[src/rtl/tick_monitor.sv]
// tick_monitor: checks a periodic one-cycle tick strobe against a nominal
// period. It measures the clk-cycle spacing of tick rising edges, flags each
// interval as early or late, and raises a lock flag after a run of good intervals.
module tick_monitor #(
    parameter int unsigned COUNT_WIDTH = 32,
    parameter int unsigned EXPECT      = 12000000,
    parameter int unsigned TOL         = 1000,
    parameter int unsigned LOCK_COUNT  = 4
) (
    input  logic                   clk,
    input  logic                   rst,
    input  logic                   en,
    input  logic                   tick,
    output logic [COUNT_WIDTH-1:0] period,
    output logic                   period_valid,
    output logic                   early,
    output logic                   late,
    output logic                   locked
);

    // Window bounds. The timeout value is one past the late bound, so the
    // counter saturates there and never wraps.
    localparam logic [COUNT_WIDTH-1:0] LO      = COUNT_WIDTH'(EXPECT - TOL);
    localparam logic [COUNT_WIDTH-1:0] HI      = COUNT_WIDTH'(EXPECT + TOL);
    localparam logic [COUNT_WIDTH-1:0] TIMEOUT = COUNT_WIDTH'(EXPECT + TOL + 1);
    localparam int unsigned            RUN_W   = $clog2(LOCK_COUNT + 1);
    localparam logic [RUN_W-1:0]       RUN_MAX = RUN_W'(LOCK_COUNT);

    // state      | meaning
    // IDLE       | disabled or just reset; counters cleared, lock dropped
    // WAIT_FIRST | armed, waiting for a reference edge to start timing
    // MEASURE    | timing the interval since the previous edge
    typedef enum logic [1:0] {
        IDLE       = 2'd0,
        WAIT_FIRST = 2'd1,
        MEASURE    = 2'd2
    } state_t;

    state_t                 state_q, state_d;
    logic [COUNT_WIDTH-1:0] count_q, count_d;
    logic [RUN_W-1:0]       run_q, run_d;
    logic                   tick_prev_q, tick_prev_d;
    logic [COUNT_WIDTH-1:0] period_q, period_d;
    logic                   period_valid_q, period_valid_d;
    logic                   early_q, early_d;
    logic                   late_q, late_d;
    logic                   locked_q, locked_d;
    logic                   tick_rise;

    // Next-state and output decode; pulse outputs default low every cycle.
    always_comb begin
        tick_rise      = tick & ~tick_prev_q;
        tick_prev_d    = tick;
        state_d        = state_q;
        count_d        = count_q;
        run_d          = run_q;
        period_d       = period_q;
        period_valid_d = 1'b0;
        early_d        = 1'b0;
        late_d         = 1'b0;
        locked_d       = locked_q;

        if (!en) begin
            state_d  = IDLE;
            count_d  = '0;
            run_d    = '0;
            locked_d = 1'b0;
        end else begin
            case (state_q)
                IDLE: begin
                    state_d = WAIT_FIRST;
                end
                WAIT_FIRST: begin
                    if (tick_rise) begin
                        count_d = COUNT_WIDTH'(1);
                        state_d = MEASURE;
                    end
                end
                MEASURE: begin
                    if (tick_rise) begin
                        // An edge that lands exactly on the timeout count is
                        // still a measured (late) interval.
                        period_d       = count_q;
                        period_valid_d = 1'b1;
                        count_d        = COUNT_WIDTH'(1);
                        if (count_q < LO) begin
                            early_d  = 1'b1;
                            run_d    = '0;
                            locked_d = 1'b0;
                        end else if (count_q > HI) begin
                            late_d   = 1'b1;
                            run_d    = '0;
                            locked_d = 1'b0;
                        end else begin
                            if (run_q != RUN_MAX) begin
                                run_d = run_q + RUN_W'(1);
                            end
                            locked_d = (run_d == RUN_MAX);
                        end
                    end else if (count_q == TIMEOUT) begin
                        late_d   = 1'b1;
                        run_d    = '0;
                        locked_d = 1'b0;
                        count_d  = '0;
                        state_d  = WAIT_FIRST;
                    end else begin
                        count_d = count_q + COUNT_WIDTH'(1);
                    end
                end
                default: begin
                    state_d = IDLE;
                end
            endcase
        end
    end

    // State and registered outputs, synchronous active-low reset.
    always_ff @(posedge clk) begin
        if (!rst) begin
            state_q        <= IDLE;
            count_q        <= '0;
            run_q          <= '0;
            tick_prev_q    <= 1'b0;
            period_q       <= '0;
            period_valid_q <= 1'b0;
            early_q        <= 1'b0;
            late_q         <= 1'b0;
            locked_q       <= 1'b0;
        end else begin
            state_q        <= state_d;
            count_q        <= count_d;
            run_q          <= run_d;
            tick_prev_q    <= tick_prev_d;
            period_q       <= period_d;
            period_valid_q <= period_valid_d;
            early_q        <= early_d;
            late_q         <= late_d;
            locked_q       <= locked_d;
        end
    end

    assign period       = period_q;
    assign period_valid = period_valid_q;
    assign early        = early_q;
    assign late         = late_q;
    assign locked       = locked_q;

endmodule

[config.mk]
export PLATFORM = sky130hd
export DESIGN_NAME = tick_monitor
export DESIGN_NICKNAME = d
export VERILOG_FILES = /design/src/rtl/tick_monitor.sv
export SDC_FILE = /design/constraint.sdc
export NUM_CORES = 1
export LEC_CHECK = 0
export ABC_CLOCK_PERIOD_IN_PS = 3300
export CORE_MARGIN = 2
export CORE_UTILIZATION = 40
export DETAILED_ROUTE_END_ITERATION = 6
export GPL_ROUTABILITY_DRIVEN = 1
export HOLD_SLACK_MARGIN = 0.15
export PLACE_DENSITY = 0.67
export SYNTH_ARGS = -nofsm -noshare
export SYNTH_HDL_FRONTEND = slang
export SYNTH_SLANG_ARGS = --single-unit
export TNS_END_PERCENT = 20
[constraint.sdc]
create_clock -name clk -period 3.3 [get_ports clk]
set_input_delay 0.66 -clock clk [delete_from_list [all_inputs] [get_ports clk]]
set_output_delay 0.66 -clock clk [all_outputs]
set_load 0.05 [all_outputs]
==> run metrics, run 1 <==
worst reg2reg path depth=6; syn_area_per_cell=8.03 µm²; area grow syn2layout=21.3%; DR pass1 iterations=4; status=finished clean; CTS H-tree depth=3; Warnings, synthesis=0; vias in the first global route=~2900; clk slew on worst S/H paths=around 0.07 ns; Remaining Overflow, GRT=0; final worst-path cycle share=0.801; Post-Synth XOR/XNOR Area=0.0376; final WL=7880 µm; largest family of logic cells by synthesized area=simple AND/OR/NAND/NOR gates; sequential fraction of the synthesis area=0.424; Post-Syn Nets=443; fin crit period=2.64 ns; max_cap viols=0; final HPWL from detailed placement=5730 µm; Worst Setup Path Type=register to register; Post-synth EDFFs=0; compound-cell area share of the yosys netlist=0.195; die area=0.00950 mm²; share of cells above drive strength 1=0.0674; Root Buffer=clkbuf_8; type of origin of the critical path=register; R2R Path End=count_q[18]; multiplexer share of the synthesized area=0.00573; FFs w/ async S/R, synth=0; DIE HEIGHT=around 97 µm; min-delay worst type=register to register; met3 usage=0.0460; Req. time, crit path=3.55 ns; Yosys top cell by area=dfxtp_1; Setup-failing EPs final=0; antenna cells=0; flops & latches, synth=74; first-pass GRT wire length=between 10000 and 15000 µm; simple-gate share of the synthesized area=0.281; die width=97.5 µm; Overall Global Routing Usage=0.170; CP Capture Type=register; worst-margin pin slew=between 0.7 and 0.8 ns; Adder-Cell Fraction of Synth Area=0.0143; Via Count=between 3000 and 4000; placed insts=567; clock skew=0.0109 ns; Slew headroom=0.474; Arrival @ worst endpoint=2.89 ns; Hold WS=0.461 ns; Unique masters post-synth=52; Netlist Area Pre-Place=about 0.0035 mm²; largest net degree at the start of global routing=22; met2 usage=0.258; Initial Utilization=0.407; CTS Sinks=74; GP Congestion=0.890; DR DRC count=0; maximum clock insertion buffer count=2; Setup TNS=0 ns; critical path launch point=count_q[16]; Slew Viols, Final=0; # rows=34; CTS tree=done; total CTS buffers=9; Final Hold Viols=0; Core ar.=approximately 0.0086 mm²; post-CTS sizing=0; nets@finish=478; Critical Path End=count_q[18]; GR Layer Usage met1=0.228; post-synth top area share=0.424; Final ANT Viol Nets=0; top post-synthesis cells by area=dfxtp_1 42%, nand2_1 9.2%, a21boi_0 6.9%; via/cell ratio=5.33; Worst R2R Start=count_q[16]; WL/cell=13.5 µm; max frequency=~380 MHz; Finished Layout Cells=583; Post-CTS Setup Inserts=0; main flop type after synthesis=dfxtp_1; Power Density=about 430 mW/mm²; Starting DRT DRC Count=between 100 and 150; Critical Path Fanout Max=10; Post-CTS Hold Buffers=0; RSZ-0062 raised after global routing=false; GRT Max-Usage Layer=met2; worst skew pair latency=0.35 ns; Boundary Pins=40; count of buffers inserted at the top-level ports=39; Mapped Cells=435; Max IR drop VDD=181 µV; leakage=between 0.001 and 0.0015 µW; FF-to-FF setup slack=0.66 ns; fin util=0.493; initial antenna violation count=0
[cells in the mapped netlist (all sizes together), types with 4 or more instances]
library cell  count
or4               5
nand2b            6
o21ai            16
nand2            86
xnor2            11
nor4              9
or3               9
a31oi             8
dfxtp            74
nand4            12
xor2              4
nand3            13
buf               6
inv              11
a21oi            16
nor2             35
ha                4
and3              6
clkbuf           19
nor3             15
a21boi           32
[power by group]
| group | leakage [µW] | switching, µW | total [µW] | internal [µW] |
|---|---|---|---|---|
| clock | 0.000123 | 333 | 877 | 544 |
| combinational | 0.000621 | 30.9 | 50.7 | 19.8 |
| sequential | 0.000596 | 1.81 | 896 | 894 |
[worst min path at each step]
stage           startpoint          end  slack, ns  depth (start not counted)
2_1_floorplan  count_q[21]  count_q[21]       0.46                          1
3_3_place_gp    period[25]   period[25]       0.45                          2
3_5_place_dp    period[19]   period[19]       0.46                          2
4_1_cts         period[19]   period[19]       0.47                          2
5_1_grt         period[18]   period[18]       0.49                          2
6_report        period[18]   period[18]       0.46                          2
[layout by cell type, fill, tap and decap left out, types with 3 or more instances in the layout]
cell type and n:
and2_1 3, a21o_1 3, nand4_1 12, xnor2_1 11
nand2b_1 6, a21oi_1 16, nor2b_1 3, dfxtp_1 74
a21boi_0 32, clkdlybuf4s50_1 39, nand2_1 86, o21ai_0 14
ha_1 4, nand3_1 12, or3_1 9, nor3_1 15
buf_4 10, nor4_1 9, bufinv_16 3, xor2_1 4
a22o_1 3, and3_1 6, a31oi_1 8, nor2_1 34
or4_1 4, clkbuf_8 11, inv_1 11
[flip-flops by register name (all words and copies together) (netlist names)]
name          count
count_q          32
period           32
run_q             3
state_q           2
early             1
late              1
locked            1
period_valid      1
tick_prev_q       1
[kinds of logic after synthesis]
| family | Yosys count |
|---|---|
| and+or+nand+nor | 207 |
| AOI/OAI and AO/OA | 97 |
| DFF | 74 |
| buffers and inverters | 36 |
| xor gates and xnor gates | 15 |
| adders and majority gates | 4 |
| muxes | 2 |
[routing by layer]
metal  share of wire  up-vias
li1                -     1601
met5               0        -
met3           0.047       15
met4           0.019        0
met2            0.45       73
met1            0.48     1419
[layout make-up]
type	instances	area, µm²
inverter	11	41.3
sequential	74	1480
fill	829	4350
clock buffer	12	155
tap	108	135
timing repair buffer	49	465
clock inverter	4	97.6
multi-input combinational	325	1860
[per-stage QoR]
step                      cell area [µm²]  worst slack (ns)  power, µW
after CTS                            4240             0.667       1840
after floorplan                      3490              1.05        950
final                                4240             0.656       1820
after detailed placement             3990             0.522        967
after global placement               3990             0.565        966
after global routing                 4240             0.466       1880
[critical path, cell delays in order (launching register included)]
cell	delay (ns)
dfxtp_1	0.45
nand3_2	0.12
or4_4	0.57
o41ai_4	0.64
or2_0	0.44
o21ai_1	0.13
a21o_1	0.19
Power figures use the tool's default switching activity.
==> run 2: changes to the inputs <==
ABC_CLOCK_PERIOD_IN_PS = 2400   (was 3300)
PLACE_DENSITY = 0.69   (was 0.67)
clock period = 2.4 ns   (was 3.3 ns; I/O delays follow)
==> run 2 against run 1 <==
  * Sequential power is 37% higher
  * Critical path depth is 1 higher
  * Clock power is 22% higher
  * Flip-flop and latch count stayed put
  * Critical path type unchanged
  * Clock skew is 0.0046 ns lower
  * Sequential share of layout area is 1.1 points lower
  * Fmax is 16% higher
==> run metrics, run 2 (same netlist as run 1, synthesis figures left out) <==
via/cell ratio=5.34 (+0.18%); area grow syn2layout=25.3%; Worst R2R Start=count_q[18]; max_cap viols=0 (unchanged); fin crit period=2.29 ns (-0.357 ns); Via Count=3215 (+3.4%); Arrival @ worst endpoint=2.53 ns (-0.36 ns); final WL=8200 µm (+4.1%); Setup WS post-layout=0.113 ns (-0.543 ns); Starting DRT DRC Count=135 (+3.1%); total CTS buffers=9 (unchanged); type of origin of the critical path=register; hold_sp=period[19]; Root Buffer=clkbuf_8; clock skew=0.00637 ns (-0.00458 ns); Core ar.=0.00859 mm² (unchanged); placed insts=586 (+3.4%); commonest cells after routing, fill and taps aside=86 x nand2_1, 72 x dfxtp_1, 39 x clkdlybuf4s50_1; CTS H-tree depth=3 (unchanged); antenna cells=0 (unchanged); Slew headroom=0.506 (+0.0319); initial antenna violation count=0 (unchanged); vias in the first global route=3004 (+4.7%); Final ANT Viol Nets=0 (unchanged); die width=97.5 µm (unchanged); Setup-failing EPs final=0 (unchanged); Overall Global Routing Usage=0.178 (+0.00777); Worst Setup Path Type=register to register; # rows=34 (unchanged); count of buffers inserted at the top-level ports=39 (unchanged); most common cell after layout, fill and taps aside=nand2_1; Post-CTS Hold Buffers=0 (unchanged); DIE HEIGHT=97.5 µm (unchanged); maximum clock insertion buffer count=2 (unchanged); leakage=0.00143 µW (+6.6%); Critical Path Fanout Max=6 (-4); R2R Path End=run_q[0]; Critical Path End=run_q[0]; Slew Viols, Final=0 (unchanged); DR pass1 iterations=5 (+1); RSZ-0062 raised after global routing=false; min-delay worst type=register to register; Finished Layout Cells=602 (+3.3%); Initial Utilization=0.407 (unchanged); Req. time, crit path=2.64 ns (-0.91 ns); clk slew on worst S/H paths=0.08 ns (about the same); max frequency=437 MHz (+16%); GP Congestion=0.912 (+2.4%); critical path launch point=count_q[18]; Max IR drop VDD=240 µV (+33%); first-pass GRT wire length=14000 µm (+4.3%); Post-CTS Setup Inserts=0 (unchanged); Boundary Pins=40 (unchanged); CTS tree=done; worst-margin pin slew=0.739 ns (-0.0477 ns); DR DRC count=0 (unchanged); worst reg2reg path depth=7 (+1); worst skew pair latency=0.35 ns (about the same); Remaining Overflow, GRT=0 (unchanged); nets@finish=497 (+4.0%); final HPWL from detailed placement=6060 µm (+5.6%); largest net degree at the start of global routing=22 (unchanged); FF-to-FF setup slack=0.11 ns (-0.54 ns); final worst-path cycle share=0.953 (+0.152); Post-Place Setup Slack=-0.0354 ns (-0.558 ns); WL/cell=13.6 µm (+0.83%); CP Capture Type=register; CTS Sinks=74 (unchanged); status=finished clean; Power Density=544 mW/mm² (+26%); Final Hold Viols=0 (unchanged); share of cells above drive strength 1=0.115 (+0.0480); die area=0.00950 mm² (unchanged)
## run 2: changes by cell type in the layout (fill, tap and decap cells not counted), sizes merged
cell	delta
buf	+19
bufinv	-1
clkbuf	-1
clkinv	+2
## run 2: per-stage QoR
step / setup TNS [ns] / utilization / cell area, µm² / hold slack (ns) / total power, µW
after detailed placement: -0.275 / 0.481 / 4130 / 0.455 / 1340
after CTS: 0 / 0.506 / 4350 / 0.466 / 2400
after global placement: 0 / 0.481 / 4130 / 0.449 / 1340
after floorplan: 0 / - / 3490 / 0.464 / 1310
final: 0 / 0.510 / 4380 / 0.460 / 2380
after global routing: 0 / 0.510 / 4380 / 0.492 / 2460
## run 2: what timing repair did
item | 4_1_cts | 5_1_grt
endpoints found under the setup margin | 0 | 16
resized for setup | 0 | 7
hold endpoints to repair | 0 | 0
## run 2: where the power goes
group	leakage [µW]	switching [µW]	total [µW]	internal, µW
clock network	0.000109	460	1070	611
registers	0.000597	2.49	1230	1230
logic	0.000722	43.7	78.6	34.9
total	0.00143	507	2380	1870
## run 2: area by class of cell
| class | instances | area [µm²] |
|---|---|---|
| fillers | 852 | 4210 |
| well taps | 108 | 135 |
| flip-flops and latches | 74 | 1480 |
| clock buffers | 11 | 141 |
| repair buffers | 68 | 608 |
| clock inverters | 5 | 77.6 |
| inverters | 11 | 41.3 |
| multi-input cells | 325 | 1890 |
## run 2: layer usage
layer | track usage | routed length [µm]
met5 | 0 | 0
met4 | 0.0641 | 128
met3 | 0.0309 | 278
met2 | 0.290 | 3770
met1 | 0.238 | 4030
## run 2: worst min path at each step
stage / end / slack [ns] / cells after the start
3_3_place_gp: period[19] / 0.45 / 2
5_1_grt: period[22] / 0.49 / 2
2_1_floorplan: count_q[21] / 0.46 / 1
3_5_place_dp: period[25] / 0.46 / 2
4_1_cts: period[19] / 0.47 / 2
6_report: period[19] / 0.46 / 2
## run 2: worst max-delay path, stage by stage, from the launching register on
cell,delay (ns)
dfxtp_1,0.44
nand3_2,0.14
or4_4,0.58
o41ai_4,0.36
buf_4,0.23
a21o_1,0.13
o41ai_2,0.07
a22o_1,0.23
==> run 3: changes to the inputs <==
DONT_BUFFER_PORTS = 1   (was default)
PLACE_DENSITY = 0.63   (was 0.69)
==> run 3 against run 2 <==
  * Flip-flop and latch count unchanged
  * Total power decreased by 1.2%
  * Worst setup slack improved by 0.061 ns
  * Via count is 4.6% lower
  * Register-to-register slack better by 0.06 ns
  * Fmax rose by 2.7%
  * Clock power barely moved
  * Sequential power about the same
  * Hold slack lost 0.21 ns
  * Critical path type unchanged
  * Critical endpoint is now count_q[21]
  * Largest cell class unchanged
  * Highest routed layer unchanged
==> run metrics, run 3 (same netlist as run 1, synthesis figures left out) <==
Initial Utilization=0.407 (unchanged); status=finished clean; CP bufs+invs=1 (unchanged); die width=97.5 µm (unchanged); max frequency=449 MHz (+2.7%); Max IR drop VDD=302 µV (+26%); commonest cells after routing, fill and taps aside=86 x nand2_1, 74 x dfxtp_1, 34 x nor2_1; CP peak stage delay=0.57 ns (about the same); share of cells above drive strength 1=0.113 (-0.00209); die area=0.00950 mm² (unchanged); Worst Setup Path Type=register to register; Setup TNS=0 ns (unchanged); nets@finish=462 (-7.0%); CP Capture Type=register; GP Congestion=0.862 (-5.4%); Remaining Overflow, GRT=0 (unchanged); total CTS buffers=9 (unchanged); worst-margin pin slew=0.620 ns (-0.119 ns); WHS Path Cells=1 (-1); FF-to-FF setup slack=0.17 ns (+0.06 ns); final worst-path cycle share=0.927 (-0.0254); Starting DRT DRC Count=158 (+17%); CTS H-tree depth=3 (unchanged); fin crit period=2.23 ns (-0.0611 ns); type of origin of the critical path=register; Post-CTS Hold Buffers=0 (unchanged); most common cell after layout, fill and taps aside=nand2_1; leakage=0.00131 µW (-8.1%); Arrival @ worst endpoint=2.44 ns (-0.09 ns); CTS Sinks=74 (unchanged); count of buffers inserted at the top-level ports=0 (-100%); DR pass1 iterations=4 (-1); Boundary Pins=40 (unchanged); first-pass GRT wire length=14300 µm (+2.2%); Overall Global Routing Usage=0.186 (+0.00797); Worst path depth=7 (unchanged); # rows=34 (unchanged); Slew Viols, Final=0 (unchanged); Power Density=589 mW/mm² (+8.3%); max_cap viols=0 (unchanged); DIE HEIGHT=97.5 µm (unchanged); worst-path cell chain=nand3_2, or4_4, o41ai_4, nor2_2, buf_12, a41oi_1, a31oi_1; maximum clock insertion buffer count=2 (unchanged); DR DRC count=0 (unchanged); area grow syn2layout=14.3%; post-CTS sizing=0 (unchanged); Final Hold Viols=0 (unchanged); final HPWL from detailed placement=6290 µm (+3.8%); Critical Path Fanout Max=11 (+5); Root Buffer=clkbuf_8; final WL=8520 µm (+3.9%); clock skew=0.00820 ns (+0.00183 ns); Final ANT Viol Nets=0 (unchanged); min-delay worst type=input pin to register; vias in the first global route=2913 (-3.0%); Post-CTS Setup Inserts=0 (unchanged); via/cell ratio=5.41 (+1.3%); worst skew pair latency=0.35 ns (about the same); RSZ-0062 raised after global routing=false; antenna cells=0 (unchanged); Worst path slowest cell=or4_4; Via Count=3066 (-4.6%); CTS tree=done; Finished Layout Cells=567 (-5.8%); CP delay by family, top=simple AND/OR/NAND/NOR gates; Req. time, crit path=2.62 ns (-0.02 ns); Core ar.=0.00859 mm² (unchanged); WL/cell=15.0 µm (+10%); initial antenna violation count=0 (unchanged); placed insts=551 (-6.0%); largest net degree at the start of global routing=37 (+68%); Setup-failing EPs final=0 (unchanged); worst reg2reg path depth=7 (unchanged); clk slew on worst S/H paths=0.07 ns (about the same); Slew headroom=0.585 (+0.0796); PnR Total Power=2350 µW (-1.2%); fin util=0.465 (-0.0448)
==> run 3: changes by cell type in the layout (fill, tap and decap cells not counted), sizes merged <==
cell,previous run,this run
clkinvlp,1,0
clkbuf,11,14
clkinv,2,0
clkdlybuf4s50,39,0
buf,29,33
==> run 3: layout make-up <==
class / instances / area [µm²]
Timing Repair Buffer: 33 / 260
Fill cell: 888 / 4600
Clock buffer: 14 / 153
Tap cell: 108 / 135
Inverter: 11 / 41.3
Multi-Input combinational cell: 325 / 1860
Sequential cell: 74 / 1480
Clock inverter: 2 / 60.1
==> run 3: per-layer routing <==
metal	up-vias	share of wire	GRT usage
met5	-	0	0
met4	0	0.013	0.0694
met3	11	0.049	0.0381
met2	71	0.46	0.301
met1	1410	0.48	0.245
li1	1574	-	-
==> run 3: per-stage QoR <==
| step | cell area, µm² | setup WS (ns) | hold WS (ns) |
|---|---|---|---|
| floorplan | 3490 | 0.149 | 0.464 |
| global placement | 3780 | 0.242 | 0.503 |
| detailed placement | 3780 | 0.179 | 0.514 |
| CTS | 4000 | 0.159 | 0.242 |
| global route | 4000 | 0.0180 | 0.241 |
| finish | 4000 | 0.174 | 0.251 |
==> run 3: power by group <==
part	leakage [µW]	total, µW	internal (µW)	switching (µW)
combinational	0.000611	58.3	25.0	33.3
sequential	0.000596	1230	1230	2.72
clock	0.000105	1060	617	445
==> run 3: final timing paths <==
kind          startpoint          end
min reg2reg   count_q[7]    period[7]
min                 tick  tick_prev_q
max reg2reg  count_q[17]  count_q[21]
max          count_q[17]  count_q[21]
==> run 3: worst register-to-register path, delay by kind of cell (launching register included) <==
kind,cells,cell delay (ns)
simple gates,3,0.88
compound gates,3,0.66
flops,1,0.36
buf+inv,1,0.19
